### src/rtl/exec_core.sv
// rtl/exec_core.sv - shift/reduce execution core with value stack and register file
module exec_core #(
  parameter int         DATA_W   = 8,
  parameter int         DEPTH    = 64,
  parameter int         NREG     = 16,
  parameter logic [7:0] NUM_BIAS = 8'h60
) (
  input  logic                     CLK,
  input  logic                     RST,
  input  logic                     I_VALID,
  output logic                     I_READY,
  input  logic                     I_SHIFT_EN,
  input  logic [7:0]               I_TOKEN,
  input  logic [DATA_W-1:0]        I_VALUE,
  input  logic                     I_REDUCE_EN,
  input  logic [3:0]               I_RULE,
  output logic                     O_VALID,
  output logic [DATA_W-1:0]        O_RESULT,
  output logic                     O_ERR,
  output logic [1:0]               O_ERR_CODE,
  output logic [$clog2(DEPTH):0]   O_DEPTH
);

  localparam int AW = $clog2(DEPTH);
  localparam int RW = $clog2(NREG);

  localparam logic [1:0] ST_READY = 2'd0;
  localparam logic [1:0] ST_POP   = 2'd1;
  localparam logic [1:0] ST_EXEC  = 2'd2;

  localparam logic [1:0] E_UNDER   = 2'b01;
  localparam logic [1:0] E_OVER    = 2'b10;
  localparam logic [1:0] E_ILLEGAL = 2'b11;

  localparam logic [7:0] TOK_NUM      = 8'h02;
  localparam logic [7:0] TOK_VAR      = 8'h0b;
  localparam logic [3:0] RULE_ILLEGAL = 4'd15;

  logic [1:0]        state;
  logic [AW:0]       sp;
  logic [1:0]        cnt;
  logic [3:0]        rule_q;
  logic [DATA_W-1:0] stack   [DEPTH];
  logic [DATA_W-1:0] regs    [NREG];
  logic [DATA_W-1:0] pop_buf [0:3];

  logic              cmd_shift, cmd_reduce, cmd_both, tok_push;
  logic              sp_empty, sp_full;
  logic [AW-1:0]     top_idx, push_idx;
  logic [DATA_W-1:0] shift_data;
  logic [DATA_W-1:0] op_a, op_b, op_c;
  logic              shift_big;
  logic              push_en, reg_we, out_en;
  logic [DATA_W-1:0] push_val;
  logic              stk_we;
  logic [DATA_W-1:0] stk_wdata;
  logic              err_hit;
  logic [1:0]        err_val;

  // Number of stack entries each rule consumes; rule 15 never reaches POP.
  function automatic logic [1:0] pop_count(input logic [3:0] r);
    case (r)
      4'd0, 4'd1:                      pop_count = 2'd0;
      4'd4, 4'd6, 4'd7, 4'd9, 4'd10:   pop_count = 2'd2;
      4'd5:                            pop_count = 2'd3;
      4'd15:                           pop_count = 2'd0;
      default:                         pop_count = 2'd1;
    endcase
  endfunction

  assign cmd_shift  = I_VALID & I_SHIFT_EN & ~I_REDUCE_EN;
  assign cmd_reduce = I_VALID & I_REDUCE_EN & ~I_SHIFT_EN;
  assign cmd_both   = I_VALID & I_SHIFT_EN & I_REDUCE_EN;
  assign tok_push   = (I_TOKEN == TOK_NUM) | (I_TOKEN == TOK_VAR);
  assign shift_data = (I_TOKEN == TOK_NUM) ? I_VALUE - DATA_W'(NUM_BIAS) : I_VALUE;

  assign sp_empty = (sp == '0);
  assign sp_full  = (sp == (AW+1)'(DEPTH));
  assign top_idx  = AW'(sp - 1'b1);
  assign push_idx = sp[AW-1:0];
  assign O_DEPTH  = sp;

  // A reduce is reported as accepted only while its EXEC cycle is running.
  assign I_READY = ~RST & (((state == ST_READY) & cmd_shift) | ((state == ST_EXEC) & cmd_reduce));

  assign op_a      = pop_buf[0];
  assign op_b      = pop_buf[1];
  assign op_c      = pop_buf[2];
  assign shift_big = (32'(op_b) >= DATA_W);

  // Decode what the buffered rule does during its EXEC cycle.
  always_comb begin
    push_en  = 1'b0;
    push_val = '0;
    reg_we   = 1'b0;
    out_en   = 1'b0;
    case (rule_q)
      4'd3:  out_en = 1'b1;
      4'd4:  reg_we = 1'b1;
      4'd5:  reg_we = (op_c != '0);
      4'd6: begin
        push_en  = 1'b1;
        push_val = shift_big ? '0 : op_a << op_b;
      end
      4'd7: begin
        push_en  = 1'b1;
        push_val = shift_big ? '0 : op_a >> op_b;
      end
      4'd8, 4'd11, 4'd12, 4'd14: begin
        push_en  = 1'b1;
        push_val = op_a;
      end
      4'd9: begin
        push_en  = 1'b1;
        push_val = op_a + op_b;
      end
      4'd10: begin
        push_en  = 1'b1;
        push_val = op_a - op_b;
      end
      4'd13: begin
        push_en  = 1'b1;
        push_val = regs[op_a[RW-1:0]];
      end
      default: ;
    endcase
  end

  // Single stack write port shared by token shifts and rule results; full stack drops the data.
  always_comb begin
    stk_we    = 1'b0;
    stk_wdata = '0;
    if (!RST) begin
      if (state == ST_READY && cmd_shift && tok_push && !sp_full) begin
        stk_we    = 1'b1;
        stk_wdata = shift_data;
      end else if (state == ST_EXEC && push_en && !sp_full) begin
        stk_we    = 1'b1;
        stk_wdata = push_val;
      end
    end
  end

  // Error detection for the current cycle; only the first one is latched.
  always_comb begin
    err_hit = 1'b0;
    err_val = 2'b00;
    case (state)
      ST_READY: begin
        if (cmd_both || (cmd_reduce && I_RULE == RULE_ILLEGAL)) begin
          err_hit = 1'b1;
          err_val = E_ILLEGAL;
        end else if (cmd_shift && tok_push && sp_full) begin
          err_hit = 1'b1;
          err_val = E_OVER;
        end
      end
      ST_POP: begin
        if (cnt != 2'd0 && sp_empty) begin
          err_hit = 1'b1;
          err_val = E_UNDER;
        end
      end
      ST_EXEC: begin
        if (push_en && sp_full) begin
          err_hit = 1'b1;
          err_val = E_OVER;
        end
      end
      default: ;
    endcase
  end

  // Stack storage; occupancy lives in sp so the array needs no reset.
  always_ff @(posedge CLK) begin
    if (stk_we) stack[push_idx] <= stk_wdata;
  end

  // Control FSM, stack pointer, register file, result and sticky error.
  always_ff @(posedge CLK) begin
    if (RST) begin
      state      <= ST_READY;
      sp         <= '0;
      cnt        <= '0;
      rule_q     <= '0;
      O_RESULT   <= '0;
      O_VALID    <= 1'b0;
      O_ERR      <= 1'b0;
      O_ERR_CODE <= 2'b00;
      for (int i = 0; i < NREG; i++) regs[i] <= '0;
      for (int i = 0; i < 4; i++) pop_buf[i] <= '0;
    end else begin
      O_VALID <= 1'b0;
      if (err_hit && !O_ERR) begin
        O_ERR      <= 1'b1;
        O_ERR_CODE <= err_val;
      end
      case (state)
        ST_READY: begin
          if (cmd_shift) begin
            if (stk_we) sp <= sp + 1'b1;
          end else if (cmd_reduce && I_RULE != RULE_ILLEGAL) begin
            rule_q <= I_RULE;
            cnt    <= pop_count(I_RULE);
            state  <= ST_POP;
          end
        end
        ST_POP: begin
          if (cnt == 2'd0) begin
            state <= ST_EXEC;
          end else if (sp_empty) begin
            cnt   <= 2'd0;
            state <= ST_READY;
          end else begin
            // First pop is the old top, so it lands in the highest slot of the group.
            pop_buf[cnt - 1'b1] <= stack[top_idx];
            sp    <= sp - 1'b1;
            cnt   <= cnt - 1'b1;
            if (cnt == 2'd1) state <= ST_EXEC;
          end
        end
        ST_EXEC: begin
          state <= ST_READY;
          if (stk_we) sp <= sp + 1'b1;
          if (reg_we) regs[op_a[RW-1:0]] <= op_b;
          if (out_en) begin
            O_RESULT <= op_a;
            O_VALID  <= 1'b1;
          end
        end
        default: state <= ST_READY;
      endcase
    end
  end

endmodule

### config.mk
export PLATFORM = sky130hd
export DESIGN_NAME = exec_core
export DESIGN_NICKNAME = d
export VERILOG_FILES = /design/src/rtl/exec_core.sv
export SDC_FILE = /design/constraint.sdc
export NUM_CORES = 1
export LEC_CHECK = 0
export ABC_AREA = 1
export CAP_MARGIN = 30
export CORE_AREA = 2 2 263 265
export CTS_BUF_LIST = sky130_fd_sc_hd__clkbuf_2
export CTS_CLUSTER_SIZE = 25
export DETAILED_ROUTE_END_ITERATION = 12
export DIE_AREA = 0 0 265 267
export GPL_ROUTABILITY_DRIVEN = 0
export PLACE_DENSITY = 0.63
export SETUP_SLACK_MARGIN = 0.15
export SYNTH_ARGS = -nofsm -noshare
export SYNTH_HDL_FRONTEND = slang
export SYNTH_SLANG_ARGS = --single-unit
### constraint.sdc
create_clock -name CLK -period 7.79 [get_ports CLK]
set_input_delay 0.779 -clock CLK [delete_from_list [all_inputs] [get_ports CLK]]
set_output_delay 0.779 -clock CLK [all_outputs]
set_load 0.01 [all_outputs]
* Word level (Yosys, flattened, before mapping) *
Memories as Yosys holds them, arrays and structs flattened.
Index checks and enable logic that the tools add are counted.

word-level totals
  memory bits (writable) = 672
  memories kept = 4
  ROM bits = 32
  word-level logic and storage cells = 153
  input port bits = 25
  register bits after elaboration = 27

memories
  memory            depth  bits a word  rd ports  clocked after Yosys merged registers in  wr ports  line  RTL
  stack             64     8            1         0                                        1         43    logic [DATA_W-1:0] stack [DEPTH];
  regs              16     8            1         0                                        16        44    logic [DATA_W-1:0] regs [NREG];
  (name not given)  16     2            1         0                                        0         62    case (r)
  pop_buf           4      8            3         0                                        4         45    logic [DATA_W-1:0] pop_buf [0:3];

operators by class
  shift-type cells = 2
  reduce and logical (&&, ||, !) cells = 32
  bitwise gates (word level) = 15
  equality and inequality tests = 26
  $add $sub $neg = 6
  mux-type cells = 59
  order comparisons = 1

operators by type and width
  operator                                                                count
  8-bit two-way mux                                                       8
  8-bit case mux with 6 select lines                                      1
  4-bit equality test (second input constant)                             8
  7-bit two-way mux                                                       4
  1-bit two-way mux                                                       26
  2-bit two-way mux                                                       13
  7-bit case mux with 3 select lines                                      1
  4-bit by 3-bit equality test with 1-bit output (second input constant)  4
  8-bit OR reduction                                                      2
  1-bit logical AND                                                       12
  9-bit OR reduction                                                      1
  8-bit adder                                                             1
  1-bit bitwise AND                                                       8
  8-bit by 2-bit equality test with 1-bit output (second input constant)  1
  8-bit by 4-bit equality test with 1-bit output (second input constant)  1
  8-bit by 4-bit >= comparator with 1-bit output (second input constant)  1
  2-bit inequality test (second input constant)                           4
  4-bit inequality test (second input constant)                           2
  2-bit case mux with 2 select lines                                      2
  4-bit AND reduction                                                     2
  8-bit nonzero test                                                      1
  8-bit by 8-bit left shift with 8-bit output                             1
  8-bit by 8-bit right shift with 8-bit output                            1
  8-bit by 7-bit subtractor with 8-bit output (second input constant)     1
  other kinds (25)                                                        35

* Depth between registers and ports, before layout *
Gate-level depths: netlist of the first run.

  word-level depth = 11
  gate-level depth with buffers = 19

* Least setup slack after synthesis of the first run *
Ideal clock, no wire load.

  kind = register to register
  start = mem pop_buf[1][1]
  end = mem stack[0][7], data pin
  clock period less this slack = 5034 ps
  setup time = 548 ps
  arrival = 4486 ps
  slack = 2756 ps
  stages on the path, launching flop included = 20
  data required time = 7242 ps
  path buffers = 2
  cell sequence = edfxtp_1 -> clkinv_1 -> clkbuf_1 -> clkbuf_1 -> ha_1 -> nand3_1 -> o31ai_1 -> xor2_1 -> ha_1 -> nand2_1 -> inv_1 -> nand2_1 -> nand2_1 -> a21oi_1 -> inv_1 -> nand2_1 -> nand3_1 -> nand3_1 -> nand2_1 -> a21oi_1

RTL lines
  element             line
  start: declaration  45
  end: declaration    43

==> results of run 1 <==
[logic make-up (layout without fill, tap and decap cells)]
logic type | count (synthesis) | after routing
AND/OR/NAND/NOR | 1744 | 1744
flip-flops | 691 | 691
buffers and inverters | 248 | 463
AO/OA/AOI/OAI | 169 | 169
adder cells (fa/ha/maj) | 18 | 18
XOR/XNOR | 17 | 17
other | 0 | 2
[final timing paths]
path | startpoint | endpoint | slack [ps] | cells after the start
worst max-delay path | pop_buf[1][1] | stack[5][7] | 2400 | 18
worst min register to register | O_RESULT[0] | O_RESULT[0] | 460 | 2
worst min-delay path | I_RULE[1] | rule_q[1] | 160 | 3
worst max register to register | pop_buf[1][1] | stack[5][7] | 2400 | 18
[critical path: stages, from the launching register on]
cell and delay, ps:
edfxtp_1 650, clkinv_1 920, ha_1 560, nand3_1 120, nand2_1 100, xor2_1 160, ha_1 370, nand2_1 100
nand2_1 50, nand2_1 60, nand2_1 50, a21oi_1 200, inv_1 60, nand2_1 60, nand3_1 60, nand3_1 90
nand2_1 90, a21oi_4 780, buf_4 530
[cell usage after synthesis (17+ instances only)]
cell type    n
a21oi_1     46
o21ai_0     72
edfxtp_1   664
o211ai_1    18
ha_1        17
clkbuf_1    94
a22oi_1     17
nand4_1     17
nand2_1    840
nor2_1     321
buf_2       48
dfxtp_1     27
nand3_1    532
inv_1       79
[stage by stage]
step	area (um^2)	setup WS [ps]	total power, W	util (%)
2_1_floorplan	30200	2760	0.00432	-
3_3_place_gp	31400	2830	0.00441	46.3
3_5_place_dp	31500	2670	0.00442	46.4
4_1_cts	33000	2560	0.00676	48.6
5_1_grt	33100	2070	0.00698	48.7
6_report	33100	2400	0.00670	48.7
[routing by layer]
metal,up-vias,global-route usage (%)
li1,10300,-
met1,10700,30.3
met2,1064,35.6
met3,149,4.92
met4,0,8.87
met5,-,0
[flip-flops by register name, summed over array words and instances (netlist names)]
name	cells
stack	512
regs	128
pop_buf	24
O_RESULT	8
O_DEPTH	7
rule_q	4
O_ERR_CODE	2
cnt	2
state	2
O_ERR	1
O_VALID	1
[cell type report]
type | count | area [um^2]
inverter | 95 | 363
clock buffer | 245 | 1230
tap | 882 | 1100
timing repair buffer | 76 | 781
clock inverter | 47 | 277
antenna | 2 | 5.00
fill | 6170 | 34900
multi-input combinational | 1948 | 8870
sequential | 691 | 20500
[power by group]
group	switching, W	internal [W]
Sequential	0.0000175	0.00404
Combinational	0.000197	0.0000829
Clock	0.00144	0.000918
==> results.cfg, run 1 <==
[run_status]
status = finished, final reports clean

[detailed_routing]
wl_met3_um = 7040
num_vias = 22200
top_layer_used = met4
drc_errors = 0
drtIter0Drc = 2580
wirelength_um = 79400
wl_met1_um = 33000
dr_wl_met2_um = 37100
avgViaCountPerCell = 5.57
drtPass1Iterations = 6
ant_nets = 0
wl_per_cell_um = 19.9

[logic_synthesis]
netlist_area_um2 = 30200
synth_cells = 2887
synth_warnings = 0
yosys.area.top_type = edfxtp_1
synthXorXnorAreaFrac_pct = 0.604
synth_compound_area_share_pct = 3.21
syn_nets = 2930
synth-edff-count = 664
synthFlopType = edfxtp_1
synthDistinctLibCells = 44
synth_mux_area_share_pct = 0
synth_fa_ha_area_share_pct = 0.769
syn_avg_cell_area_um2 = 10.5
yosys.area_share.simple_pct = 24.4
ys_seq_elements = 691
ys_async_sr_fraction_pct = 0
netlist_top_cells_area = edfxtp_1 66%, nand2_1 10%, nand3_1 8.8%
synth_top_family_by_area = simple AND/OR/NAND/NOR gates
synth_top_cell_area_share_pct = 65.9
ys_seq_area_share_pct = 67.7

[floorplan]
design.core.area_um2 = 68000
dieWidth_um = 265
die-area_um2 = 70800
row_count = 96
fp.dieH_um = 267
pin_count = 45
start_util_pct = 44.5

[power_and_ir_drop]
leakage_nw = 12.4
pwr_density_cell_nw_per_um2 = 202
ir_drop_mv = 0.107

[cells_and_area]
fin_nets = 3024
layout_commonest_cell = nand2_1
layout_common_cells = 840 x nand2_1, 664 x edfxtp_1, 532 x nand3_1
area_delta_synth_final_pct = 9.47
instances_no_fill = 3986
drive_gt1_share_pct = 10.7

[clock_network]
clk_path_buf_depth = 3
clkLatencyLatePin_ps = 1350
cts_resized = 0
ctsHoldBuffers = 0
cts_buffers = 169
clock-sinks = 691
clockRootBuffer = clkbuf_2
cts_setup_buffers = 0
path_clk_slew_ps = 100
cts_tree = yes
htree_levels = 4

[timing]
hold_violations = 0
whs_ps = 165
relSlewSlack_pct = 29.6
worst_pin_slew_ps = 1050
final_max_slew_viol_count = 0
setup_viol = 0
post-route-period-util_pct = 69.1
max_freq_mhz = 186
period_minus_slack_ps = 5390
rsz0062_at_grt = no
skew_ps = 105
fin_tns_setup_ps = 0

[worst_setup_path]
cp-end-kind = flop
critical_path_class = flop to flop
critical_path.max_fanout = 38
worstPathRequired_ps = 8810
cp.arrival_ps = 6400
critPathLaunchType = flop

[job]
maxCapViolations = 0

[placed_design]
hpwl_um = 47600
io_buffers = 44
dpl.cell_count = 3690

[grt]
grt_antenna_before_repair = 3
grtUsageTotal_pct = 22.5
grt_max_degree = 99
gr-total-overflow = 0
grt_pass1_wl_um = 122000
grt_pass1_vias = 21400

[hold_path]
hold_class = input port to flop
Note: power is estimated with default switching activity, not from simulation.
==> run 2: changes to the inputs <==
--- a/config.mk
+++ b/config.mk
@@ -13,7 +13,7 @@
 export DETAILED_ROUTE_END_ITERATION = 12
 export DIE_AREA = 0 0 265 267
 export GPL_ROUTABILITY_DRIVEN = 0
-export PLACE_DENSITY = 0.63
+export PLACE_DENSITY = 0.65
 export SETUP_SLACK_MARGIN = 0.15
 export SYNTH_ARGS = -nofsm -noshare
 export SYNTH_HDL_FRONTEND = slang
==> constraint.sdc (replaced) <==
create_clock -name CLK -period 4.7 [get_ports CLK]
set_input_delay 0.47 -clock CLK [delete_from_list [all_inputs] [get_ports CLK]]
set_output_delay 0.47 -clock CLK [all_outputs]
set_load 0.01 [all_outputs]
==> run 2 against run 1 <==
Via count grew 0.73%. Non-clock buffer count grew 19. Sequential share of layout area shrank 0.33 points. Routed wire length grew 3.0%. Critical path depth shrank 3. Register-to-register slack lost 1600 ps. Cell count grew 0.25%. Core utilization grew 0.26 points. Total power grew 65%.
==> results.cfg, run 2 (synthesized netlist as in run 1, its figures left out) <==
[hold_path]
whs_path_depth = 4
hold_class = input port to flop
min-delay-start = I_VALUE[0]

[power_and_ir_drop]
total_power_w = 0.0110
p_comb_share_pct = 4.3
ir_drop_mv = 0.151
seqPwrFrac_pct = 60.9
pwr_density_cell_nw_per_um2 = 332
pwr-share-clk_pct = 34.7
leakage_nw = 12.4
p_sw_share_pct = 24.8
p_int_w = 0.00830
p_switching_w = 0.00274

[cells_and_area]
post-route-cell-area_um2 = 33300
largest_reg_flops = 512
drive_gt1_share_pct = 10.3
top_regs = stack x512, regs x128, pop_buf x24
layout_common_cells = 840 x nand2_1, 664 x edfxtp_1, 532 x nand3_1
area_delta_synth_final_pct = 10.1
layout_commonest_cell = nand2_1
fin_nets = 3039
nFillCells = 6087
fin_util_pct = 49.0
top_register = stack

[placed_design]
placed_area_um2 = 31700
io_buffers = 44
hpwl_um = 49000

[grt]
grtUsageTotal_pct = 23.0
gr-total-overflow = 0
grt_antenna_before_repair = 2
grt_pass1_wl_um = 124000
grt_max_degree = 193
grt_pass1_vias = 21800

[worst_setup_path]
r2r-start = pop_buf[1][1]
worstPathRequired_ps = 5590
cp_common_cell = nand2_1
r2r-end = stack[10][5]
critical_path_class = flop to flop
cp_slowest_cell = edfxtp_1
path_delay_family = buffers and inverters
reg2reg_depth = 15
cp-end-kind = flop
crit_end = stack[10][5]
path_cells = clkinv_1 > buf_4 > o21ai_0 > inv_1 > ha_1 > nand3b_1 > nand2_1 > nand2_1 > nand2_1 > a21oi_1 > nor2_1 > o22ai_1 > nor2_1 > nor2_4 > buf_4
cp.depth = 15
slowest_delay_ps = 680
critPathBufInv = 4
critPathLaunchType = flop
crit_start = pop_buf[1][1]
reg2reg_setup_slack_ps = 830
critical_path.max_fanout = 64
cp.arrival_ps = 4760

[timing]
period_minus_slack_ps = 3870
rsz0062_at_grt = no
final_max_slew_viol_count = 0
setup_viol = 0
whs_ps = 196
relSlewSlack_pct = 34.9
post-route-period-util_pct = 82.3
worst_pin_slew_ps = 975
fin_tns_setup_ps = 0
max_freq_mhz = 259
skew_ps = 141
hold_violations = 0

[detailed_routing]
drtIter0Drc = 2820
num_vias = 22400
wirelength_um = 81800
ant_nets = 0
drtPass1Iterations = 7
drc_errors = 0
avgViaCountPerCell = 5.60
wl_per_cell_um = 20.5

[floorplan]
die-area_um2 = 70800
pin_count = 45
start_util_pct = 44.5
design.core.area_um2 = 68000
fp.dieH_um = 267
dieWidth_um = 265
row_count = 96

[clock_network]
path_clk_slew_ps = 110
cts_buffers = 165
htree_levels = 4
clock-sinks = 691
clkLatencyLatePin_ps = 1360
cts_tree = yes
clockRootBuffer = clkbuf_2
clk_path_buf_depth = 3

[run_status]
status = finished, final reports clean

[job]
maxCapViolations = 0
run 2: cell count changes in the layout (fill, tap and decap cells not counted), moves of 2 or more:
cell	before	now
inv_2	6	8
dlygate4sd3_1	0	10
buf_16	4	0
clkbuf_2	245	216
buf_4	26	28
buf_12	1	12
clkinv_1	41	50
clkinv_2	6	15
run 2: timing repair:
action / CTS / global route
setup endpoints to repair: 0 / 0
gates resized for setup: 0 / 0
setup buffers: 0 / 0
hold endpoints to repair: 6 / 0
hold buffers: 10 / 0
run 2: worst min path at each step:
| stage | endpoint | slack, ps |
|---|---|---|
| final | stack[45][0] | 200 |
| after global routing | stack[34][1] | 120 |
| after CTS | O_ERR_CODE[1] | 60 |
| after detailed placement | O_RESULT[0] | 440 |
| after global placement | O_RESULT[6] | 440 |
| after floorplan | cnt[1] | 460 |
run 2: power by group through the flow:
| stage | Combinational (W) | Sequential [W] | Clock, W |
|---|---|---|---|
| 3_5_place_dp | 0.000461 | 0.00687 | 0 |
| 2_1_floorplan | 0.000304 | 0.00686 | 0 |
| 5_1_grt | 0.000524 | 0.00674 | 0.00423 |
| 3_3_place_gp | 0.000454 | 0.00687 | 0 |
| 4_1_cts | 0.000470 | 0.00673 | 0.00393 |
| 6_report | 0.000479 | 0.00673 | 0.00384 |
run 2: metrics by stage:
step / cells / setup WS, ps
finish: 3996 / 832
global route: 3996 / 596
CTS: 3994 / 913
detailed placement: 3701 / 856
global placement: 3700 / 926
floorplan: 2887 / 485
run 2: layer usage:
metal / global-route usage (%) / vias up / part of all wire (%)
met2: 36.5 / 1209 / 46
met4: 8.35 / 0 / 2.6
met1: 31.2 / 10700 / 41
li1: - / 10300 / -
met3: 5.35 / 158 / 10
met5: 0 / - / 0
run 2: layout make-up:
| cell class | count | area, um^2 | share of cell area (%) |
|---|---|---|---|
| antenna | 2 | 5.00 | 0.0150 |
| clock buffer | 216 | 1080 | 3.25 |
| clock inverter | 67 | 388 | 1.17 |
| inverter | 95 | 363 | 1.09 |
| multi-input combinational | 1948 | 8870 | 26.6 |
| sequential | 691 | 20500 | 61.5 |
| tap | 882 | 1100 | 3.32 |
| timing repair buffer | 95 | 996 | 2.99 |
run 2: worst reg2reg max path: stages, from the launching register on:
cell and delay, ps:
edfxtp_1 680, clkinv_1 190, buf_4 300, o21ai_0 320, inv_1 80, ha_1 280, nand3b_1 80, nand2_1 100
nand2_1 100, nand2_1 60, a21oi_1 190, nor2_1 60, o22ai_1 150, nor2_1 100, nor2_4 70, buf_4 660
